==> config.mk <==
export PLATFORM = sky130hd
export DESIGN_NAME = iob_vga_timing
export DESIGN_NICKNAME = d
export VERILOG_FILES = /design/src/rtl/iob_vga_timing.sv
export SDC_FILE = /design/constraint.sdc
export NUM_CORES = 1
export LEC_CHECK = 0
export CAP_MARGIN = 20
export CORE_MARGIN = 3
export CORE_UTILIZATION = 46
export CTS_CLUSTER_DIAMETER = 100
export DETAILED_ROUTE_END_ITERATION = 8
export PLACE_DENSITY = 0.77
export SYNTH_ARGS = -nofsm -noshare
export SYNTH_HDL_FRONTEND = slang
export SYNTH_SLANG_ARGS = --single-unit
==> constraint.sdc <==
create_clock -name clk -period 2.2 [get_ports clk]
set_input_delay 0.22 -clock clk [delete_from_list [all_inputs] [get_ports clk]]
set_output_delay 0.22 -clock clk [all_outputs]
set_load 0.01 [all_outputs]
==> src/rtl/iob_vga_timing.sv <==
// ---------------------------------------------------------------------------
// iob_vga_timing
//   VGA raster timing generator and output stage for the Pong display path.
//   The horizontal and vertical counters are presented to the image memory as
//   pixel_x/pixel_y. The memory returns RGB combinationally. That RGB is
//   sampled on each pixel tick, blanked outside the visible area, and
//   registered together with hsync/vsync, so all pin outputs line up on the
//   same pixel, one pixel after the counters addressed it.
//
// Ports
//   clk         in   1   system clock
//   rst         in   1   asynchronous, active-high reset
//   en          in   1   run enable; low freezes the raster and blanks outputs
//   pix_rgb     in   12  RGB from image memory for current pixel_x/pixel_y
//   pixel_x     out  10  current horizontal count
//   pixel_y     out  10  current vertical count
//   vga_rgb     out  12  registered, blanked RGB
//   vga_hsync   out  1   registered horizontal sync
//   vga_vsync   out  1   registered vertical sync
//   frame_done  out  1   one-clk pulse after the last pixel of each frame
// ---------------------------------------------------------------------------
module iob_vga_timing #(
  parameter int CLK_DIV  = 4,
  parameter int H_ACTIVE = 640,
  parameter int H_FP     = 16,
  parameter int H_SYNC   = 96,
  parameter int H_BP     = 48,
  parameter int V_ACTIVE = 480,
  parameter int V_FP     = 10,
  parameter int V_SYNC   = 2,
  parameter int V_BP     = 33,
  parameter int SYNC_POL = 0
) (
  input  logic        clk,
  input  logic        rst,
  input  logic        en,
  input  logic [11:0] pix_rgb,
  output logic [9:0]  pixel_x,
  output logic [9:0]  pixel_y,
  output logic [11:0] vga_rgb,
  output logic        vga_hsync,
  output logic        vga_vsync,
  output logic        frame_done
);

  localparam int H_TOTAL = H_ACTIVE + H_FP + H_SYNC + H_BP;
  localparam int V_TOTAL = V_ACTIVE + V_FP + V_SYNC + V_BP;

  localparam logic [3:0] DIV_LAST   = 4'(CLK_DIV - 1);
  localparam logic [9:0] H_LAST     = 10'(H_TOTAL - 1);
  localparam logic [9:0] V_LAST     = 10'(V_TOTAL - 1);
  localparam logic [9:0] H_VIS      = 10'(H_ACTIVE);
  localparam logic [9:0] V_VIS      = 10'(V_ACTIVE);
  localparam logic [9:0] HS_FIRST   = 10'(H_ACTIVE + H_FP);
  localparam logic [9:0] HS_LAST    = 10'(H_ACTIVE + H_FP + H_SYNC - 1);
  localparam logic [9:0] VS_FIRST   = 10'(V_ACTIVE + V_FP);
  localparam logic [9:0] VS_LAST    = 10'(V_ACTIVE + V_FP + V_SYNC - 1);
  localparam logic       SYNC_ON    = 1'(SYNC_POL);
  localparam logic       SYNC_OFF   = ~SYNC_ON;

  logic [3:0]  div_cnt_q, div_cnt_d;
  logic [9:0]  h_cnt_q, h_cnt_d;
  logic [9:0]  v_cnt_q, v_cnt_d;
  logic [11:0] rgb_q, rgb_d;
  logic        hsync_q, hsync_d;
  logic        vsync_q, vsync_d;
  logic        frame_done_q, frame_done_d;

  logic tick;
  logic h_wrap;
  logic v_wrap;
  logic active;
  logic hs_raw;
  logic vs_raw;

  always_comb begin
    tick   = en && (div_cnt_q == DIV_LAST);
    h_wrap = (h_cnt_q == H_LAST);
    v_wrap = (v_cnt_q == V_LAST);
    active = (h_cnt_q < H_VIS) && (v_cnt_q < V_VIS);
    hs_raw = (h_cnt_q >= HS_FIRST) && (h_cnt_q <= HS_LAST);
    vs_raw = (v_cnt_q >= VS_FIRST) && (v_cnt_q <= VS_LAST);

    // Divider restarts whenever the raster is paused, so the first tick after
    // en rises always comes a full CLK_DIV clocks later.
    div_cnt_d = (!en || tick) ? 4'd0 : div_cnt_q + 4'd1;

    h_cnt_d = h_cnt_q;
    v_cnt_d = v_cnt_q;
    if (tick) begin
      h_cnt_d = h_wrap ? 10'd0 : h_cnt_q + 10'd1;
      if (h_wrap) begin
        v_cnt_d = v_wrap ? 10'd0 : v_cnt_q + 10'd1;
      end
    end

    // Output stage uses the pre-increment counters, giving one pixel of
    // latency that matches the image memory's read of the same position.
    rgb_d        = rgb_q;
    hsync_d      = hsync_q;
    vsync_d      = vsync_q;
    frame_done_d = tick && h_wrap && v_wrap;
    if (!en) begin
      rgb_d   = 12'h000;
      hsync_d = SYNC_OFF;
      vsync_d = SYNC_OFF;
    end else if (tick) begin
      rgb_d   = active ? pix_rgb : 12'h000;
      hsync_d = hs_raw ? SYNC_ON : SYNC_OFF;
      vsync_d = vs_raw ? SYNC_ON : SYNC_OFF;
    end
  end

  always_ff @(posedge clk or posedge rst) begin
    if (rst) begin
      div_cnt_q    <= 4'd0;
      h_cnt_q      <= 10'd0;
      v_cnt_q      <= 10'd0;
      rgb_q        <= 12'h000;
      hsync_q      <= SYNC_OFF;
      vsync_q      <= SYNC_OFF;
      frame_done_q <= 1'b0;
    end else begin
      div_cnt_q    <= div_cnt_d;
      h_cnt_q      <= h_cnt_d;
      v_cnt_q      <= v_cnt_d;
      rgb_q        <= rgb_d;
      hsync_q      <= hsync_d;
      vsync_q      <= vsync_d;
      frame_done_q <= frame_done_d;
    end
  end

  assign pixel_x    = h_cnt_q;
  assign pixel_y    = v_cnt_q;
  assign vga_rgb    = rgb_q;
  assign vga_hsync  = hsync_q;
  assign vga_vsync  = vsync_q;
  assign frame_done = frame_done_q;

endmodule

**Word level (Yosys, flattened, before mapping)**

Cells that the tools add are included.

- Flip-flop bits (word level): 39
- Memory bits (writable): 0
- Latch bits: 0
- Memories kept: 0
- Output and inout bits: 35
- ROM bits: 0
- Input port bits: 15

- $lt $le $gt $ge: 6
- Shift operators: 0
- Multiplexer cells: 12
- Multiply operators: 0
- Add/subtract/negate cells: 3
- Reduce and logical (&&, ||, !) cells: 9
- Eq/ne operators: 4
- Bitwise logic cells: 0
- Div/mod/pow operators: 0

Operators by type and width:

| operator | count |
|---|---|
| $mux 12 | 3 |
| $add 10x1->10 const B | 2 |
| $eq 10x10->1 const B | 2 |
| $mux 10 | 2 |
| $ge 10x10->1 const B | 1 |
| $ge 10x9->1 const B | 1 |
| $le 10x10->1 const B | 1 |
| $le 10x9->1 const B | 1 |
| $lt 10x10->1 const B | 1 |
| $lt 10x9->1 const B | 1 |
| $logic_and 1x1->1 | 6 |
| $mux 1 | 6 |
| $add 4x1->4 const B | 1 |
| $eq 4x2->1 const B | 1 |
| $mux 4 | 1 |
| $ne 2x1->1 const B | 1 |
| $reduce_and 2->1 | 1 |
| $logic_not 1->1 | 1 |
| $logic_or 1x1->1 | 1 |

**Longest topological paths before layout**

- Word-level depth: 5
- Depth in mapped cells: 6
- Gate-level depth less buffers: 6

**Worst setup path after synthesis**

Ideal clock, no wire load.

- Kind: register -> register
- From: register h_cnt_q[1] (netlist: pixel_x[1])
- To: register v_cnt_q[6] (netlist: pixel_y[6])
- Period minus slack after synthesis: 1.937 ns
- Arrival: 1.808 ns
- Required time: 2.072 ns
- Cell stages (with the launch flop): 6
- Path buffers: 0
- Setup slack: 0.263 ns
- Cells stage by stage: dfrtp_1 > ha_1 > nand4b_1 > or4_4 > or3_1 > xnor2_1

- Longest elaborated chain between the ends: 2

RTL lines:

| item | RTL line | RTL |
|---|---|---|
| start: declaration | 62 | `logic [9:0] h_cnt_q, h_cnt_d;` |
| start signal: assignment | 125 | `h_cnt_q <= h_cnt_d;` |
| $eq 10x10->1 | 78 | `h_wrap = (h_cnt_q == H_LAST);` |
| $reduce_and 2->1 (no source line) | -- |  |
| end signal: assignment | 126 | `v_cnt_q <= v_cnt_d;` |
| end: declaration | 63 | `logic [9:0] v_cnt_q, v_cnt_d;` |

Every way passes these cells.
A chain may end at the register's enable or synchronous reset.

**Final worst setup path**

- From: register h_cnt_q[0] (netlist: pixel_x[0])
- To: register v_cnt_q[6] (netlist: pixel_y[6])

Same word-level chain as after synthesis.

==> flow_summary.rst <==
.. list-table::
   :header-rows: 1

   * - Metric
     - Value
   * - FF+latch area
     - 978 µm²
   * - Most frequent standard cell in the layout excluding fill and tap cells
     - clkdlybuf4s50_1
   * - Dpl hpwl
     - 3120 µm
   * - Number of buffers inserted by hold repair at cts
     - 0
   * - Maximum frequency from static timing analysis
     - 474 MHz
   * - Worst setup EP type
     - register
   * - Max-slew violation count
     - 0
   * - EDFF count, synth
     - 0
   * - Overall die height
     - 69.3 µm
   * - Largest net degree at the start of global routing
     - 40
   * - DR vias/cell
     - 5.48
   * - Overflow after GRT
     - 0
   * - Clock latency reported for the late side of the worst-skew pair
     - 0.28 ns
   * - Total power
     - 1.41 mW
   * - Multi-input gate area
     - 801 µm²
   * - Worst r2r path cells
     - 5
   * - Iteration-0 DRC Markers
     - 162
   * - Most frequently used flop master after synthesis
     - dfrtp_1
   * - Slew HR
     - 55.1%
   * - Total detailed-routing wirelength
     - 4140 µm
   * - Final ANT Viol Nets
     - 0
   * - Die Outline Area
     - 4800 µm²
   * - Summed area of non-filler cells in the final layout
     - 2540 µm²
   * - Utilization of the core after routing
     - 67.3%
   * - Max Buffers Root-to-Sink
     - 2
   * - Master cell of the clock root buffer
     - clkbuf_8
   * - Run status
     - finished, final reports clean
   * - Cell leakage power
     - 1.08 nW
   * - Fillers
     - 274
   * - Buffers inserted by post-CTS timing repair
     - 0
   * - CP max FO
     - 6
   * - Maximum capacitance violations
     - 0
   * - Core region area
     - 3770 µm²
   * - R2R setup slack
     - 0.09 ns
   * - Vias after detailed routing
     - 1,567
   * - Clock period minus worst slack
     - 2.11 ns
   * - Post-Syn Nets
     - 193
   * - Setup crit start kind
     - register
   * - Final estimated routing congestion in global placement
     - 0.871
   * - Flop and latch count out of synthesis
     - 39
   * - Number of DRC violations after detailed routing
     - 0
   * - Post-Syn Area
     - 1840 µm²
   * - Sinks on Clock Net
     - 39
   * - Critical path required time
     - 2.36 ns
   * - Number of buffers added by the clock tree synthesis step
     - 5
   * - Post-synthesis cell type count
     - 38
   * - Number of primary I/O pins
     - 50
   * - Gate count after technology mapping
     - 173
   * - Effective utilization at floorplan
     - 48.8%
   * - Clock-pin slew reported for the worst setup and hold paths after clock tree synthesis
     - 0.07 ns
   * - Peak supply drop
     - 393 µV
   * - Number of global-route vias before repair
     - 1,614
   * - Slew of the pin with the lowest slew margin
     - 0.668 ns
   * - Path category of the worst min-delay check
     - input port to async pin
   * - RSZ-0062 raised after global routing
     - no
   * - Avg Cell Area, Syn
     - 10.6 µm²
   * - Number of antenna violations at the first check in global routing
     - 0
   * - Routed wire per std cell
     - 14.5 µm
   * - CTS-repair resized insts
     - 0
   * - Crit Path Class
     - register to register
   * - Global-route wire length before repair
     - 7250 µm
   * - Overall global routing resource usage
     - 18.1%
   * - Synthesis warning total
     - 0
   * - Worst Skew
     - 0.00473 ns
   * - Number of nets in the finished design
     - 257
   * - Reg-to-Reg Start
     - pixel_x[0]$_DFFE_PP0N_
   * - Critical register-to-register path endpoint
     - pixel_y[6]$_DFFE_PP0P_
   * - Highest-count cells in the layout ignoring fill and taps
     - clkdlybuf4s50_1 (49), dfrtp_1 (37), nand2_1 (18)
   * - Proportion of synthesized flip-flops having asynchronous set or reset
     - 100%
   * - CTS tree
     - built
   * - Critical Path Start
     - pixel_x[0]$_DFFE_PP0N_
   * - Final Hold Violating Endpoints
     - 0
   * - First-pass iteration count of the detailed router
     - 4
   * - Area after DPL
     - 2460 µm²
   * - Setup Total Neg Slack
     - 0 ns
   * - Depth of the CTS H-tree
     - 2
   * - PwrDens
     - 556 nW/µm²
   * - Ant diodes
     - 0
   * - Standard-cell rows
     - 22
   * - Data arrival time of the worst path
     - 2.27 ns
   * - Chip width
     - 69.3 µm
   * - Final Setup Violations
     - 0
   * - Fraction of layout cells with a size suffix above 1
     - 10.9%
   * - Area growth syn-to-layout
     - 37.9%
   * - Tcrit/Tclk final
     - 95.9%
   * - Post-synthesis sequential area ratio
     - 53.2%
   * - # port buffers
     - 49
-- worst max-delay path by stage --
stage | slack (ns) | endpoint
2_1_floorplan | 0.26 | pixel_y[6]$_DFFE_PP0P_
3_3_place_gp | 0.06 | pixel_y[6]$_DFFE_PP0P_
3_5_place_dp | 0.006 | pixel_y[6]$_DFFE_PP0P_
4_1_cts | 0.10 | pixel_y[6]$_DFFE_PP0P_
5_1_grt | 0.02 | pixel_y[4]$_DFFE_PP0P_
6_report | 0.09 | pixel_y[6]$_DFFE_PP0P_
-- metal layers --
| layer | share of wire, % | vias to the layer above | GRT usage [%] |
|---|---|---|---|
| met5 | 0 | - | 0 |
| met1 | 44 | 749 | 24.2 |
| met3 | 6.8 | 7 | 5.65 |
| li1 | - | 743 | - |
| met2 | 49 | 68 | 28.4 |
| met4 | 0.31 | 0 | 5.42 |
-- kinds of logic after synthesis --
group | share of synthesized area, %
xor+xnor | 4.76
simple gates | 22.2
fa+ha+maj | 3.40
flops | 53.2
compound gates | 13.2
buf+inv | 3.33
-- worst max-delay path, stage by stage (launching register included) --
cell      delay [ns]
dfrtp_1         0.41
ha_1            0.24
nand4b_1        0.20
or4_4           0.57
or3_1           0.42
xnor2_1         0.14
-- registers in the layout (all words and copies together), names as in the netlist --
| name | cells |
|---|---|
| vga_rgb | 12 |
| pixel_x | 10 |
| pixel_y | 10 |
| div_cnt_q | 4 |
| frame_done | 1 |
| vga_hsync | 1 |
| vga_vsync | 1 |
-- power by group --
part	internal, mW	switching, mW
sequential	0.745	0.0306
clock	0.222	0.223
combinational	0.103	0.0895
-- synth_stat cells (all sizes together), types with 2 or more instances --
library cell	instances	area [µm²]
or4	3	30.0
nand3	9	45.0
nand2b	2	12.5
nand2	18	67.6
dfrtp	37	926
a21oi	6	30.0
or3	6	37.5
dfstp	2	52.6
nor4	3	25.0
nor4b	2	17.5
nor2	9	33.8
o22ai	2	12.5
a22o	12	105
nor3	3	20.0
buf	2	16.3
xor2	3	26.3
clkbuf	2	7.51
inv	10	37.5
ha	5	62.6
and2	3	18.8
xnor2	7	61.3
nand4	2	12.5
a31oi	3	18.8
o21ai	12	60.1
-- cell type report --
| type | instances | share of cell area, % |
|---|---|---|
| clock buffer | 7 | 3.01 |
| clock inverter | 1 | 0.197 |
| timing repair buffer | 61 | 22.9 |
| tap | 48 | 2.37 |
| multi-input combinational | 120 | 31.5 |
| sequential | 39 | 38.5 |
| inverter | 10 | 1.48 |
-- stage by stage --
step	worst slack [ns]	cells	hold slack, ns
finish	0.0910	286	0.345
global route	0.0172	286	0.413
CTS	0.102	286	0.364
detailed placement	0.00604	278	0.459
global placement	0.0640	278	0.452
floorplan	0.263	173	0.349
(Power assumes the default switching activity.)
